--- src/rtl/queue_pop_ctrl.sv ---
// queue_pop_ctrl
// Read-side controller for the shift-register feature queue between conv/pool
// stages. It mirrors the queue occupancy from the producer's push strobe, issues
// single-cycle pops, and presents each popped entry on a registered valid/ready
// output stage. A flush request drains and discards everything queued.
module queue_pop_ctrl #(
    parameter  int WIDTH = 8,
    parameter  int DEPTH = 3,
    localparam int CW    = $clog2(DEPTH + 1)
) (
    input  logic             clk,
    input  logic             rst,
    input  logic             ce,
    input  logic             push,
    input  logic             flush,
    input  logic [WIDTH-1:0] q_dout,
    output logic             read_flag,
    output logic [WIDTH-1:0] out_data,
    output logic             out_vld,
    input  logic             out_rdy,
    output logic [CW-1:0]    count,
    output logic             empty,
    output logic             full,
    output logic             ovf_err
);

    typedef enum logic [1:0] {
        ST_IDLE  = 2'd0,
        ST_RUN   = 2'd1,
        ST_FLUSH = 2'd2
    } state_t;

    localparam logic [CW-1:0] CNT_ZERO = {CW{1'b0}};
    localparam logic [CW-1:0] CNT_ONE  = CW'(1'b1);
    localparam logic [CW-1:0] CNT_FULL = CW'(DEPTH);

    state_t           state_q,    state_d;
    logic [CW-1:0]    count_q,    count_d;
    logic [WIDTH-1:0] out_data_q, out_data_d;
    logic             out_vld_q,  out_vld_d;
    logic             ovf_err_q,  ovf_err_d;

    logic slot_free_s;
    logic at_empty_s;
    logic at_full_s;
    logic pop_s;
    logic flush_start_s;

    // The output register can take a new entry when it is empty or being drained.
    assign slot_free_s   = ~out_vld_q | out_rdy;
    assign at_empty_s    = (count_q == CNT_ZERO);
    assign at_full_s     = (count_q == CNT_FULL);
    // A flush that arrives while already flushing is ignored.
    assign flush_start_s = ce & flush & (state_q != ST_FLUSH);

    // Pop decision: normal pops wait for a free output slot, discard pops do not.
    always_comb begin
        pop_s = 1'b0;
        case (state_q)
            ST_RUN:   pop_s = ce & ~at_empty_s & slot_free_s;
            ST_FLUSH: pop_s = ce & ~at_empty_s;
            default:  pop_s = 1'b0;
        endcase
    end

    // Occupancy tracking; a push into a full queue without a pop saturates and flags overflow.
    always_comb begin
        count_d   = count_q;
        ovf_err_d = ovf_err_q;
        if (ce) begin
            if (push & ~pop_s) begin
                if (at_full_s) begin
                    ovf_err_d = 1'b1;
                end else begin
                    count_d = count_q + CNT_ONE;
                end
            end else if (pop_s & ~push) begin
                count_d = count_q - CNT_ONE;
            end else begin
                count_d = count_q;
            end
        end else begin
            count_d   = count_q;
            ovf_err_d = ovf_err_q;
        end
    end

    // Next-state logic: flush entry wins, otherwise follow the post-update occupancy.
    always_comb begin
        state_d = state_q;
        if (!ce) begin
            state_d = state_q;
        end else if (flush_start_s) begin
            state_d = ST_FLUSH;
        end else begin
            case (state_q)
                ST_IDLE:  state_d = (count_d != CNT_ZERO) ? ST_RUN : ST_IDLE;
                ST_RUN:   state_d = (count_d == CNT_ZERO) ? ST_IDLE : ST_RUN;
                ST_FLUSH: state_d = (count_d == CNT_ZERO) ? ST_IDLE : ST_FLUSH;
                default:  state_d = ST_IDLE;
            endcase
        end
    end

    // Output stage: capture on a normal pop, drop on accept, never present discarded data.
    always_comb begin
        out_data_d = out_data_q;
        out_vld_d  = out_vld_q;
        if (!ce) begin
            out_vld_d = out_vld_q;
        end else if (flush_start_s) begin
            out_vld_d = 1'b0;
        end else if (state_q == ST_FLUSH) begin
            out_vld_d = 1'b0;
        end else if (pop_s) begin
            out_data_d = q_dout;
            out_vld_d  = 1'b1;
        end else if (out_vld_q & out_rdy) begin
            out_vld_d = 1'b0;
        end else begin
            out_vld_d = out_vld_q;
        end
    end

    // State registers with asynchronous active-low reset.
    always_ff @(posedge clk or negedge rst) begin
        if (!rst) begin
            state_q    <= ST_IDLE;
            count_q    <= CNT_ZERO;
            out_data_q <= {WIDTH{1'b0}};
            out_vld_q  <= 1'b0;
            ovf_err_q  <= 1'b0;
        end else begin
            state_q    <= state_d;
            count_q    <= count_d;
            out_data_q <= out_data_d;
            out_vld_q  <= out_vld_d;
            ovf_err_q  <= ovf_err_d;
        end
    end

    assign read_flag = pop_s;
    assign out_data  = out_data_q;
    assign out_vld   = out_vld_q;
    assign count     = count_q;
    assign empty     = at_empty_s;
    assign full      = at_full_s;
    assign ovf_err   = ovf_err_q;

endmodule

--- config.mk ---
export PLATFORM = sky130hd
export DESIGN_NAME = queue_pop_ctrl
export DESIGN_NICKNAME = d
export VERILOG_FILES = /design/src/rtl/queue_pop_ctrl.sv
export SDC_FILE = /design/constraint.sdc
export NUM_CORES = 1
export LEC_CHECK = 0
export ABC_AREA = 1
export BUFFER_PORTS_ARGS = -buffer_cell sky130_fd_sc_hd__buf_2
export CAP_MARGIN = 10
export CORE_UTILIZATION = 45
export DETAILED_ROUTE_END_ITERATION = 8
export PLACE_DENSITY = 0.71
export SETUP_SLACK_MARGIN = 0.15
export SLEW_MARGIN = 20
export SYNTH_ARGS = -nofsm -noshare
export SYNTH_HDL_FRONTEND = slang
export SYNTH_SLANG_ARGS = --single-unit
export TNS_END_PERCENT = 30
--- constraint.sdc ---
create_clock -name clk -period 2.9 [get_ports clk]
set_input_delay 0.29 -clock clk [delete_from_list [all_inputs] [get_ports clk]]
set_output_delay 0.29 -clock clk [all_outputs]
set_load 0.005 [all_outputs]
==> results of run 1 <==
-- repair_timing --
item                      CTS  global route
hold buffers                1             0
setup buffers               0             0
hold endpoints to repair   14             0
-- through the flow --
step	utilization, %	power, mW
6_report	61.06	1.010
5_1_grt	61.06	1.109
4_1_cts	61.06	1.022
3_5_place_dp	58.44	0.8792
3_3_place_gp	58.44	0.8626
2_1_floorplan	-	0.7142
-- worst max-delay path: cells and delay by family (launching register included) --
| family | cells | cell delay [ns] |
|---|---|---|
| flip-flops | 1 | 0.41 |
| AND/OR/NAND/NOR | 3 | 0.26 |
| adder cells (fa/ha/maj) | 1 | 0.31 |
| buffers and inverters | 3 | 0.26 |
-- cell type report --
class	instances	area share [%]
Multi-Input combinational cell	59	41.93
Sequential cell	14	32.52
Timing Repair Buffer	29	13.94
Inverter	15	5.343
Clock buffer	4	3.368
Tap cell	25	2.904
-- cell usage in the layout (no fill, tap or decap) --
cell type | netlist | routed
buf_2 | 0 | 28
nand2_1 | 21 | 21
dfrtp_1 | 14 | 14
inv_1 | 12 | 12
mux2_4 | 8 | 8
ha_1 | 8 | 8
nand3_1 | 4 | 4
nand2_2 | 3 | 3
nand2_4 | 3 | 3
clkbuf_4 | 0 | 3
nand4_1 | 2 | 2
a21oi_1 | 2 | 2
nor2_1 | 2 | 2
nor2_8 | 1 | 1
clkinv_2 | 1 | 1
clkinv_1 | 1 | 1
inv_2 | 1 | 1
nor3_1 | 1 | 1
a31oi_1 | 1 | 1
o21ai_1 | 1 | 1
o21bai_1 | 1 | 1
nor4_1 | 1 | 1
clkbuf_8 | 0 | 1
dlygate4sd3_1 | 0 | 1
-- how the worst max path moves through the flow --
stage | start | end | slack, ns | cells after the start
global placement | state_q[1] | state_q[1] | 1.24 | 13
global route | state_q[0] | read_flag | 0.96 | 7
finish | state_q[1] | read_flag | 1.08 | 7
floorplan | state_q[0] | out_data[0] | 1.30 | 8
detailed placement | state_q[1] | state_q[0] | 1.22 | 13
CTS | state_q[1] | read_flag | 1.07 | 7
-- cell families after synthesis --
kind of cell	after synthesis	synth area share, %
and+or+nand+nor	38	23.38
buffers and inverters	16	7.502
DFF	14	40.40
muxes	8	13.85
adders and majority gates	8	11.54
AOI/OAI and AO/OA	5	3.319
-- state kept, by name, summed over array words and instances, names as in the netlist --
signal    flops
out_vld       1
ovf_err       1
state_q       2
count         2
out_data      8
-- metal layers --
| metal | track usage, % | routed length, um | share of wire, % | vias up |
|---|---|---|---|---|
| met5 | 0 | 0 | 0 | - |
| li1 | - | - | - | 343 |
| met4 | 5.294 | 11 | 0.67 | 0 |
| met3 | 5.952 | 88 | 5.4 | 2 |
| met2 | 29.01 | 781 | 48 | 21 |
| met1 | 25.81 | 748 | 46 | 325 |
-- report_power, final --
group          switching, mW  leakage [nW]  internal (mW)
clock                 0.0609        0.0210         0.0763
sequential            0.0658         0.167          0.284
combinational          0.263         0.442          0.260
total                  0.389         0.630          0.621
==> impl_results.html, run 1 <==
<table>
<tr><th>Metric</th><th>Value</th></tr>
<tr><th colspan="2">Finish</th></tr>
<tr><td>Final-layout fill cell count</td><td>roughly 170</td></tr>
<tr><td>Post-layout net count</td><td>144</td></tr>
<tr><td>Layout Area Growth over Synthesis</td><td>24.24%</td></tr>
<tr><td>Area of combinational cells with multiple inputs</td><td>approximately 450 sq um</td></tr>
<tr><td>Total area of sequential cells</td><td>between 300 and 400 sq um</td></tr>
<tr><td>Final Non-Filler Cells</td><td>146</td></tr>
<tr><td>Fraction of final layout cells sized beyond drive strength 1</td><td>approximately two fifths</td></tr>
<tr><td>Final Cell Area</td><td>about 0.0011 sq mm</td></tr>
<tr><td>Antenna Diode Count</td><td>0</td></tr>
<tr><th colspan="2">Worst setup path</th></tr>
<tr><td>Type of destination of the critical path</td><td>output pin</td></tr>
<tr><td>Endpoint of the lowest-slack register-to-register path</td><td>state_q[0]</td></tr>
<tr><td>Maximum net fanout on the critical path</td><td>5</td></tr>
<tr><td>Number of cells on the worst reg-to-reg path</td><td>13</td></tr>
<tr><td>Worst reg2reg setup slack</td><td>roughly 1.2 ns</td></tr>
<tr><td>Longest individual stage delay on the worst path</td><td>around 0.4 ns</td></tr>
<tr><td>Crit path required time</td><td>approximately 2.6 ns</td></tr>
<tr><td>R2R Path Start</td><td>state_q[1]</td></tr>
<tr><td>Critical path startpoint category</td><td>flop</td></tr>
<tr><td>Path type of the worst setup path</td><td>flop to output pin</td></tr>
<tr><td>Slowest cell on crit path</td><td>dfrtp_1</td></tr>
<tr><td>Most common cell on crit path</td><td>nand2_4</td></tr>
<tr><td>Worst path arrival time</td><td>1.53 ns</td></tr>
<tr><td>Cell chain of the critical path</td><td>inv_1 &gt; ha_1 &gt; nand2_4 &gt; nor2_8 &gt; nand2_4 &gt; clkinv_2 &gt; buf_2</td></tr>
<tr><th colspan="2">STA</th></tr>
<tr><td>Fmax</td><td>about 550 MHz</td></tr>
<tr><td>Clock skew after layout</td><td>just under 0.006 ns</td></tr>
<tr><td>Pin slew with the least headroom to its limit</td><td>between 0.3 and 0.4 ns</td></tr>
<tr><td>Minimum hold slack</td><td>about 0.24 ns</td></tr>
<tr><td>Setup repair after global routing missed its margin</td><td>no</td></tr>
<tr><td>Final Hold Vio Count</td><td>0</td></tr>
<tr><td>Clock period minus worst slack</td><td>approximately 1.8 ns</td></tr>
<tr><td>Crit path setup slack, layout</td><td>~1.1 ns</td></tr>
<tr><td>Fin crit share</td><td>62.63%</td></tr>
<tr><td>Setup-failing EPs final</td><td>0</td></tr>
<tr><td>Number of pins with negative max-slew slack in the final report</td><td>0</td></tr>
<tr><td>Relative slew slack</td><td>around four fifths</td></tr>
<tr><td>Aggregate negative setup slack</td><td>0 ns</td></tr>
<tr><th colspan="2">Global route</th></tr>
<tr><td>Maximum number of pins on one net before global-route repair</td><td>15</td></tr>
<tr><td>Via count of the first global-routing pass</td><td>641</td></tr>
<tr><td>Overall global routing resource usage</td><td>roughly a fifth</td></tr>
<tr><td>Initial antenna violation count</td><td>0</td></tr>
<tr><td>Congestion Overflow GR</td><td>0</td></tr>
<tr><td>Wire length of the first global-routing pass</td><td>2780 um</td></tr>
<tr><th colspan="2">Yosys</th></tr>
<tr><td>Post-synth EDFFs</td><td>0</td></tr>
<tr><td>Synth area leader</td><td>dfrtp_1</td></tr>
<tr><td>Post-synthesis cell area</td><td>roughly 870 sq um</td></tr>
<tr><td>Sequential element share of the synthesized area</td><td>between 40 and 50%</td></tr>
<tr><td>Prevailing post-synth register cell</td><td>dfrtp_1</td></tr>
<tr><td>#FFs+latches synth</td><td>14</td></tr>
<tr><td>Leading cell types by count after synthesis</td><td>nand2_1, dfrtp_1, inv_1, ha_1, mux2_4</td></tr>
<tr><td>Post-Synthesis Net Count</td><td>roughly 110</td></tr>
<tr><td>Yosys warning count</td><td>0</td></tr>
<tr><td>Synthesized instance count</td><td>89</td></tr>
<tr><td>Number of distinct library cells after synthesis</td><td>21</td></tr>
<tr><td>Fraction of post-synthesis cell area in the top cell type by area</td><td>40.40%</td></tr>
<tr><td>Most repeated cell in the gate-level netlist after synthesis</td><td>nand2_1</td></tr>
<tr><td>Per-instance average area after synthesis</td><td>~9.7 sq um</td></tr>
<tr><td>Async set or reset register ratio after synthesis</td><td>100.0%</td></tr>
<tr><td>Cell types with the largest area share after synthesis</td><td>dfrtp_1, mux2_4, ha_1</td></tr>
<tr><th colspan="2">Detailed routing</th></tr>
<tr><td>DR DRC count</td><td>0</td></tr>
<tr><td>Average detailed-routed wire length per instance</td><td>~11 um</td></tr>
<tr><td>Total detailed-routing wirelength</td><td>roughly 1600 um</td></tr>
<tr><td>DRC marker count from the first detailed-route iteration</td><td>11</td></tr>
<tr><td>Number of iterations in the first detailed-routing pass</td><td>4</td></tr>
<tr><td>Overall via count from detail_route</td><td>roughly 700</td></tr>
<tr><td>Drt via density</td><td>between 4 and 5</td></tr>
<tr><td>Post-detailed-route count of antenna-violating nets</td><td>0</td></tr>
<tr><th colspan="2">Clock tree</th></tr>
<tr><td>Count of H-tree levels built during CTS</td><td>1</td></tr>
<tr><td>Number of buffers on the longest clock path</td><td>2</td></tr>
<tr><td>Clock slew at the register clock pins of the worst setup and hold paths</td><td>around 0.090 ns</td></tr>
<tr><td>TritonCTS clock tree</td><td>yes</td></tr>
<tr><td>Total CTS buffers</td><td>3</td></tr>
<tr><td>Number of cells upsized or downsized after cts</td><td>0</td></tr>
<tr><td>Clock latency on the worst-skew pair</td><td>0.28 ns</td></tr>
<tr><td>Num Clock Sinks</td><td>14</td></tr>
<tr><td>Clock tree root buffer cell</td><td>clkbuf_4</td></tr>
<tr><th colspan="2">Placed design</th></tr>
<tr><td>Number of cells after detailed placement</td><td>about 140</td></tr>
<tr><td>Weighted congestion reported at the end of routability-driven placement</td><td>about 0.86</td></tr>
<tr><td>Buffers on Ports</td><td>28</td></tr>
<tr><td>Worst slack after detailed placement</td><td>1.220 ns</td></tr>
<tr><td>Placed wire-length estimate after detailed placement</td><td>1326 um</td></tr>
<tr><td>Placed standard-cell area</td><td>around 0.0010 sq mm</td></tr>
<tr><th colspan="2">Worst hold path</th></tr>
<tr><td>Class of the tightest hold or removal check</td><td>input port to flop</td></tr>
<tr><td>Worst min-delay path endpoint</td><td>out_data[3]</td></tr>
<tr><td>Worst hold start</td><td>q_dout[3]</td></tr>
<tr><td>Number of cells traversed by the worst hold path</td><td>2</td></tr>
<tr><th colspan="2">Pwr</th></tr>
<tr><td>Power density normalized to cell area</td><td>937.8 mW/mm^2</td></tr>
<tr><td>IR drop worst, VDD</td><td>around 480 uV</td></tr>
<tr><td>Leakage power figure</td><td>0.6298 nW</td></tr>
<tr><th colspan="2">Outcome</th></tr>
<tr><td>Outcome</td><td>complete, no violations</td></tr>
<tr><th colspan="2">Floorplanning</th></tr>
<tr><td>Horizontal die dimension</td><td>45.90 um</td></tr>
<tr><td>Core Footprint</td><td>approximately 0.0018 sq mm</td></tr>
<tr><td>Height of the chip</td><td>about 46 um</td></tr>
<tr><td>Top-Level Pins</td><td>29</td></tr>
<tr><td>Area of the die</td><td>0.002106 sq mm</td></tr>
<tr><td>Total number of placement rows</td><td>15</td></tr>
<tr><td>Initial Util</td><td>between 40 and 50%</td></tr>
<tr><th colspan="2">Flow run</th></tr>
<tr><td>Max Cap Violations</td><td>0</td></tr>
</table>
No activity file was read; power rests on OpenSTA's default activity.
==> inputs of run 2 (changes only) <==
Settings changed: ABC_AREA 1 to 0, CORE_UTILIZATION 45 to 44, PLACE_DENSITY 0.71 to 0.72.
Clock period 2.9 ns to 1.6 ns, I/O delays scaled along.
==> run 2 against run 1 <==
Net effect: the flow now finishes with violations (setup timing); sequential share of layout area shrank 5.7 points; total power rose to 2.5 times the previous value; clock skew down 0.0019 ns; wire length grew 28%; synthesized cell count fell by 13%; critical path type unchanged; setup slack worse by 1.3 ns; largest power group unchanged; largest cell class unchanged.
==> impl_results.html, run 2 <==
<table>
<tr><th>Metric</th><th>Value</th></tr>
<tr><th colspan="2">Finish</th></tr>
<tr><td>Antenna Diode Count</td><td>0 (unchanged)</td></tr>
<tr><td>Leading cell type in the layout, fill and taps excluded</td><td>buf_2</td></tr>
<tr><td>Final Non-Filler Cells</td><td>148 (+1.4%)</td></tr>
<tr><td>Most used cells in the layout excluding fill and tap cells</td><td>buf_2, dfrtp_1, buf_4, mux2_4, inv_1</td></tr>
<tr><td>Final-layout fill cell count</td><td>144 (-14%)</td></tr>
<tr><td>Layout Area Growth over Synthesis</td><td>46.08%</td></tr>
<tr><td>Post-layout net count</td><td>146 (+1.4%)</td></tr>
<tr><td>Fraction of final layout cells sized beyond drive strength 1</td><td>60.16% (+20 points)</td></tr>
<tr><td>Flip-flop count of the largest register, all copies and words added</td><td>8 (unchanged)</td></tr>
<tr><td>Share of the core filled with cells in the final layout</td><td>71.68% (+11 points)</td></tr>
<tr><th colspan="2">Floorplanning</th></tr>
<tr><td>Height of the chip</td><td>47.06 um (+2.5%)</td></tr>
<tr><td>Top-Level Pins</td><td>29 (unchanged)</td></tr>
<tr><td>Core Footprint</td><td>0.001821 sq mm (+3.2%)</td></tr>
<tr><td>Horizontal die dimension</td><td>47.06 um (+2.5%)</td></tr>
<tr><td>Area of the die</td><td>0.002215 sq mm (+5.1%)</td></tr>
<tr><td>Total number of placement rows</td><td>15 (unchanged)</td></tr>
<tr><td>Initial Util</td><td>49.07% (-0.077 points)</td></tr>
<tr><th colspan="2">Pwr</th></tr>
<tr><td>Switching part of the total</td><td>36.66% (-1.9 points)</td></tr>
<tr><td>Part of the power in the clock network</td><td>9.7% (-3.9 points)</td></tr>
<tr><td>Combinational cell fraction of total power</td><td>66.2% (+14 points)</td></tr>
<tr><td>Overall power</td><td>2.554 mW (+150%)</td></tr>
<tr><td>Leakage power figure</td><td>0.6645 nW (+5.5%)</td></tr>
<tr><td>IR drop worst, VDD</td><td>1272 uV (+170%)</td></tr>
<tr><td>Share of power burned in registers</td><td>24.1% (-11 points)</td></tr>
<tr><td>Internal power</td><td>1.618 mW (+160%)</td></tr>
<tr><td>Power density normalized to cell area</td><td>1957 mW/mm^2 (+110%)</td></tr>
<tr><td>Switching power</td><td>0.9360 mW (+140%)</td></tr>
<tr><th colspan="2">STA</th></tr>
<tr><td>Clock period minus worst slack</td><td>roughly 1.9 ns</td></tr>
<tr><td>Number of pins with negative max-slew slack in the final report</td><td>0 (unchanged)</td></tr>
<tr><td>Crit path setup slack, layout</td><td>-0.2537 ns (-1.338 ns)</td></tr>
<tr><td>Final Hold Vio Count</td><td>0 (unchanged)</td></tr>
<tr><td>Minimum hold slack</td><td>0.1048 ns (-0.1330 ns)</td></tr>
<tr><td>Relative slew slack</td><td>79.97% (+0.89 points)</td></tr>
<tr><td>Setup-failing EPs final</td><td>13 (+13)</td></tr>
<tr><td>Setup repair after global routing missed its margin</td><td>yes</td></tr>
<tr><td>Fmax</td><td>roughly 540 MHz</td></tr>
<tr><td>Pin slew with the least headroom to its limit</td><td>0.3004 ns (-0.01339 ns)</td></tr>
<tr><td>Clock skew after layout</td><td>0.004040 ns (-0.001893 ns)</td></tr>
<tr><td>Fin crit share</td><td>115.9%</td></tr>
<tr><th colspan="2">Detailed routing</th></tr>
<tr><td>Drt via density</td><td>5.041 (+6.5%)</td></tr>
<tr><td>Average detailed-routed wire length per instance</td><td>14.05 um (+26%)</td></tr>
<tr><td>DR DRC count</td><td>0 (unchanged)</td></tr>
<tr><td>Total detailed-routing wirelength</td><td>2079 um (+28%)</td></tr>
<tr><td>Number of iterations in the first detailed-routing pass</td><td>4 (unchanged)</td></tr>
<tr><td>DRC marker count from the first detailed-route iteration</td><td>9 (-2)</td></tr>
<tr><td>Post-detailed-route count of antenna-violating nets</td><td>0 (unchanged)</td></tr>
<tr><td>Overall via count from detail_route</td><td>746 (+8.0%)</td></tr>
<tr><th colspan="2">Clock tree</th></tr>
<tr><td>Number of buffers on the longest clock path</td><td>2 (unchanged)</td></tr>
<tr><td>TritonCTS clock tree</td><td>yes</td></tr>
<tr><td>Num Clock Sinks</td><td>14 (unchanged)</td></tr>
<tr><td>Clock tree root buffer cell</td><td>clkbuf_4</td></tr>
<tr><td>Total CTS buffers</td><td>3 (unchanged)</td></tr>
<tr><td>Clock latency on the worst-skew pair</td><td>0.28 ns (about the same)</td></tr>
<tr><td>Clock slew at the register clock pins of the worst setup and hold paths</td><td>0.08 ns (about the same)</td></tr>
<tr><td>Count of H-tree levels built during CTS</td><td>1 (unchanged)</td></tr>
<tr><th colspan="2">Outcome</th></tr>
<tr><td>Outcome</td><td>complete, but fails checks</td></tr>
<tr><td>Failing checks</td><td>setup timing</td></tr>
<tr><th colspan="2">Yosys</th></tr>
<tr><td>Number of distinct library cells after synthesis</td><td>33 (+57%)</td></tr>
<tr><td>Most repeated cell in the gate-level netlist after synthesis</td><td>dfrtp_1</td></tr>
<tr><td>Post-synth EDFFs</td><td>0 (unchanged)</td></tr>
<tr><td>Yosys warning count</td><td>0 (unchanged)</td></tr>
<tr><td>Per-instance average area after synthesis</td><td>11.60 sq um (+19%)</td></tr>
<tr><td>Prevailing post-synth register cell</td><td>dfrtp_1</td></tr>
<tr><td>Post-synthesis cell area</td><td>893.4 sq um (+3.0%)</td></tr>
<tr><td>Fraction of post-synthesis cell area in the top cell type by area</td><td>39.22% (-1.2 points)</td></tr>
<tr><td>Leading cell types by count after synthesis</td><td>dfrtp_1, mux2_4, ha_1, inv_1, nand2_1</td></tr>
<tr><td>Sequential element share of the synthesized area</td><td>39.22% (-1.2 points)</td></tr>
<tr><td>Synthesized instance count</td><td>77 (-13%)</td></tr>
<tr><td>Post-Synthesis Net Count</td><td>99 (-11%)</td></tr>
<tr><td>Cell types with the largest area share after synthesis</td><td>dfrtp_1, mux2_4, ha_1</td></tr>
<tr><td>#FFs+latches synth</td><td>14 (unchanged)</td></tr>
<tr><td>Synth area leader</td><td>dfrtp_1</td></tr>
<tr><td>Async set or reset register ratio after synthesis</td><td>100.0% (unchanged)</td></tr>
<tr><th colspan="2">Global route</th></tr>
<tr><td>Initial antenna violation count</td><td>0 (unchanged)</td></tr>
<tr><td>Overall global routing resource usage</td><td>21.03% (+2.0 points)</td></tr>
<tr><td>Maximum number of pins on one net before global-route repair</td><td>15 (unchanged)</td></tr>
<tr><td>Via count of the first global-routing pass</td><td>695 (+8.4%)</td></tr>
<tr><td>Congestion Overflow GR</td><td>0 (unchanged)</td></tr>
<tr><td>Wire length of the first global-routing pass</td><td>3077 um (+11%)</td></tr>
<tr><th colspan="2">Worst setup path</th></tr>
<tr><td>Path type of the worst setup path</td><td>flop to output pin</td></tr>
<tr><td>Critical path startpoint category</td><td>flop</td></tr>
<tr><td>Maximum net fanout on the critical path</td><td>6 (+1)</td></tr>
<tr><td>Type of destination of the critical path</td><td>output pin</td></tr>
<tr><td>Number of cells on the worst reg-to-reg path</td><td>7 (-6)</td></tr>
<tr><td>Crit path required time</td><td>1.44 ns (-1.17 ns)</td></tr>
<tr><td>Worst path arrival time</td><td>1.69 ns (+0.16 ns)</td></tr>
<tr><th colspan="2">Placed design</th></tr>
<tr><td>Worst slack after detailed placement</td><td>-0.3123 ns (-1.532 ns)</td></tr>
<tr><td>Weighted congestion reported at the end of routability-driven placement</td><td>0.8297 (-3.6%)</td></tr>
<tr><td>Placed wire-length estimate after detailed placement</td><td>1504 um (+13%)</td></tr>
<tr><td>Buffers on Ports</td><td>28 (unchanged)</td></tr>
<tr><td>Number of cells after detailed placement</td><td>140 (-0.71%)</td></tr>
<tr><th colspan="2">Flow run</th></tr>
<tr><td>Max Cap Violations</td><td>0 (unchanged)</td></tr>
<tr><th colspan="2">Worst hold path</th></tr>
<tr><td>Class of the tightest hold or removal check</td><td>input port to flop</td></tr>
<tr><td>Number of cells traversed by the worst hold path</td><td>2 (unchanged)</td></tr>
</table>
[run 2: cell type report]
type                       count  area [sq um]  area share, %
multi-input combinational     53         575.6          44.10
sequential                    14         350.3          26.85
timing repair buffer          44         276.5          21.19
clock buffer                   4         36.28          2.780
inverter                       8         35.03          2.685
tap                           25         31.28          2.397
[run 2: metal layers]
layer	vias to the layer above	GRT usage, %	wire length [um]
met5	-	0	0
li1	360	-	-
met4	0	6.857	12
met3	2	6.923	89
met1	362	25.79	883
met2	22	35.00	1094
[run 2: logic make-up (layout without fill, tap and decap cells)]
logic type      Yosys count  count (layout)  share of synthesized area, %
compound gates           10              10                         8.964
fa+ha+maj                 8               8                         11.20
buf+inv                  10              56                         4.622
flops                    14              14                         39.22
mux                      10              10                         16.25
simple gates             25              25                         19.75
[run 2: timing repair]
action	CTS	global route
hold buffers	1	0
pin swaps	3	2
endpoints found under the hold margin	14	0
resized for setup	8	8
setup buffers	1	2
endpoints found under the setup margin	15	15
[run 2: worst paths after layout]
path	startpoint	endpoint	slack, ns
worst max-delay path	state_q[1]	read_flag	-0.25
worst min-delay path	q_dout[0]	out_data[0]	0.10
worst max register to register	state_q[1]	state_q[0]	-0.23
worst min register to register	ovf_err	ovf_err	0.48
max in group asynchronous	rst	count[0]	1.07
min in group asynchronous	rst	state_q[0]	0.30
[run 2: worst max-delay path, cell delays in order, from the launching register on]
cell and delay, ns:
dfrtp_1 0.41, buf_4 0.15, ha_4 0.18, nor3b_4 0.21
nor3_4 0.07, nand2_2 0.11, clkinv_4 0.07, buf_6 0.11
buf_6 0.10
[run 2: power groups by stage]
| stage | clock network, mW | logic (mW) | registers [mW] |
|---|---|---|---|
| finish | 0.247 | 1.69 | 0.616 |
| global route | 0.273 | 1.84 | 0.634 |
| CTS | 0.255 | 1.49 | 0.621 |
| detailed placement | 0 | 1.35 | 0.621 |
| global placement | 0 | 1.33 | 0.612 |
| floorplan | 0 | 0.800 | 0.641 |
[run 2: stage by stage]
stage / setup TNS, ns / area (sq um)
6_report: -2.261 / 1305
5_1_grt: -3.197 / 1305
4_1_cts: -2.997 / 1244
3_5_place_dp: -2.645 / 1147
3_3_place_gp: -2.522 / 1147
2_1_floorplan: -1.950 / 895.9
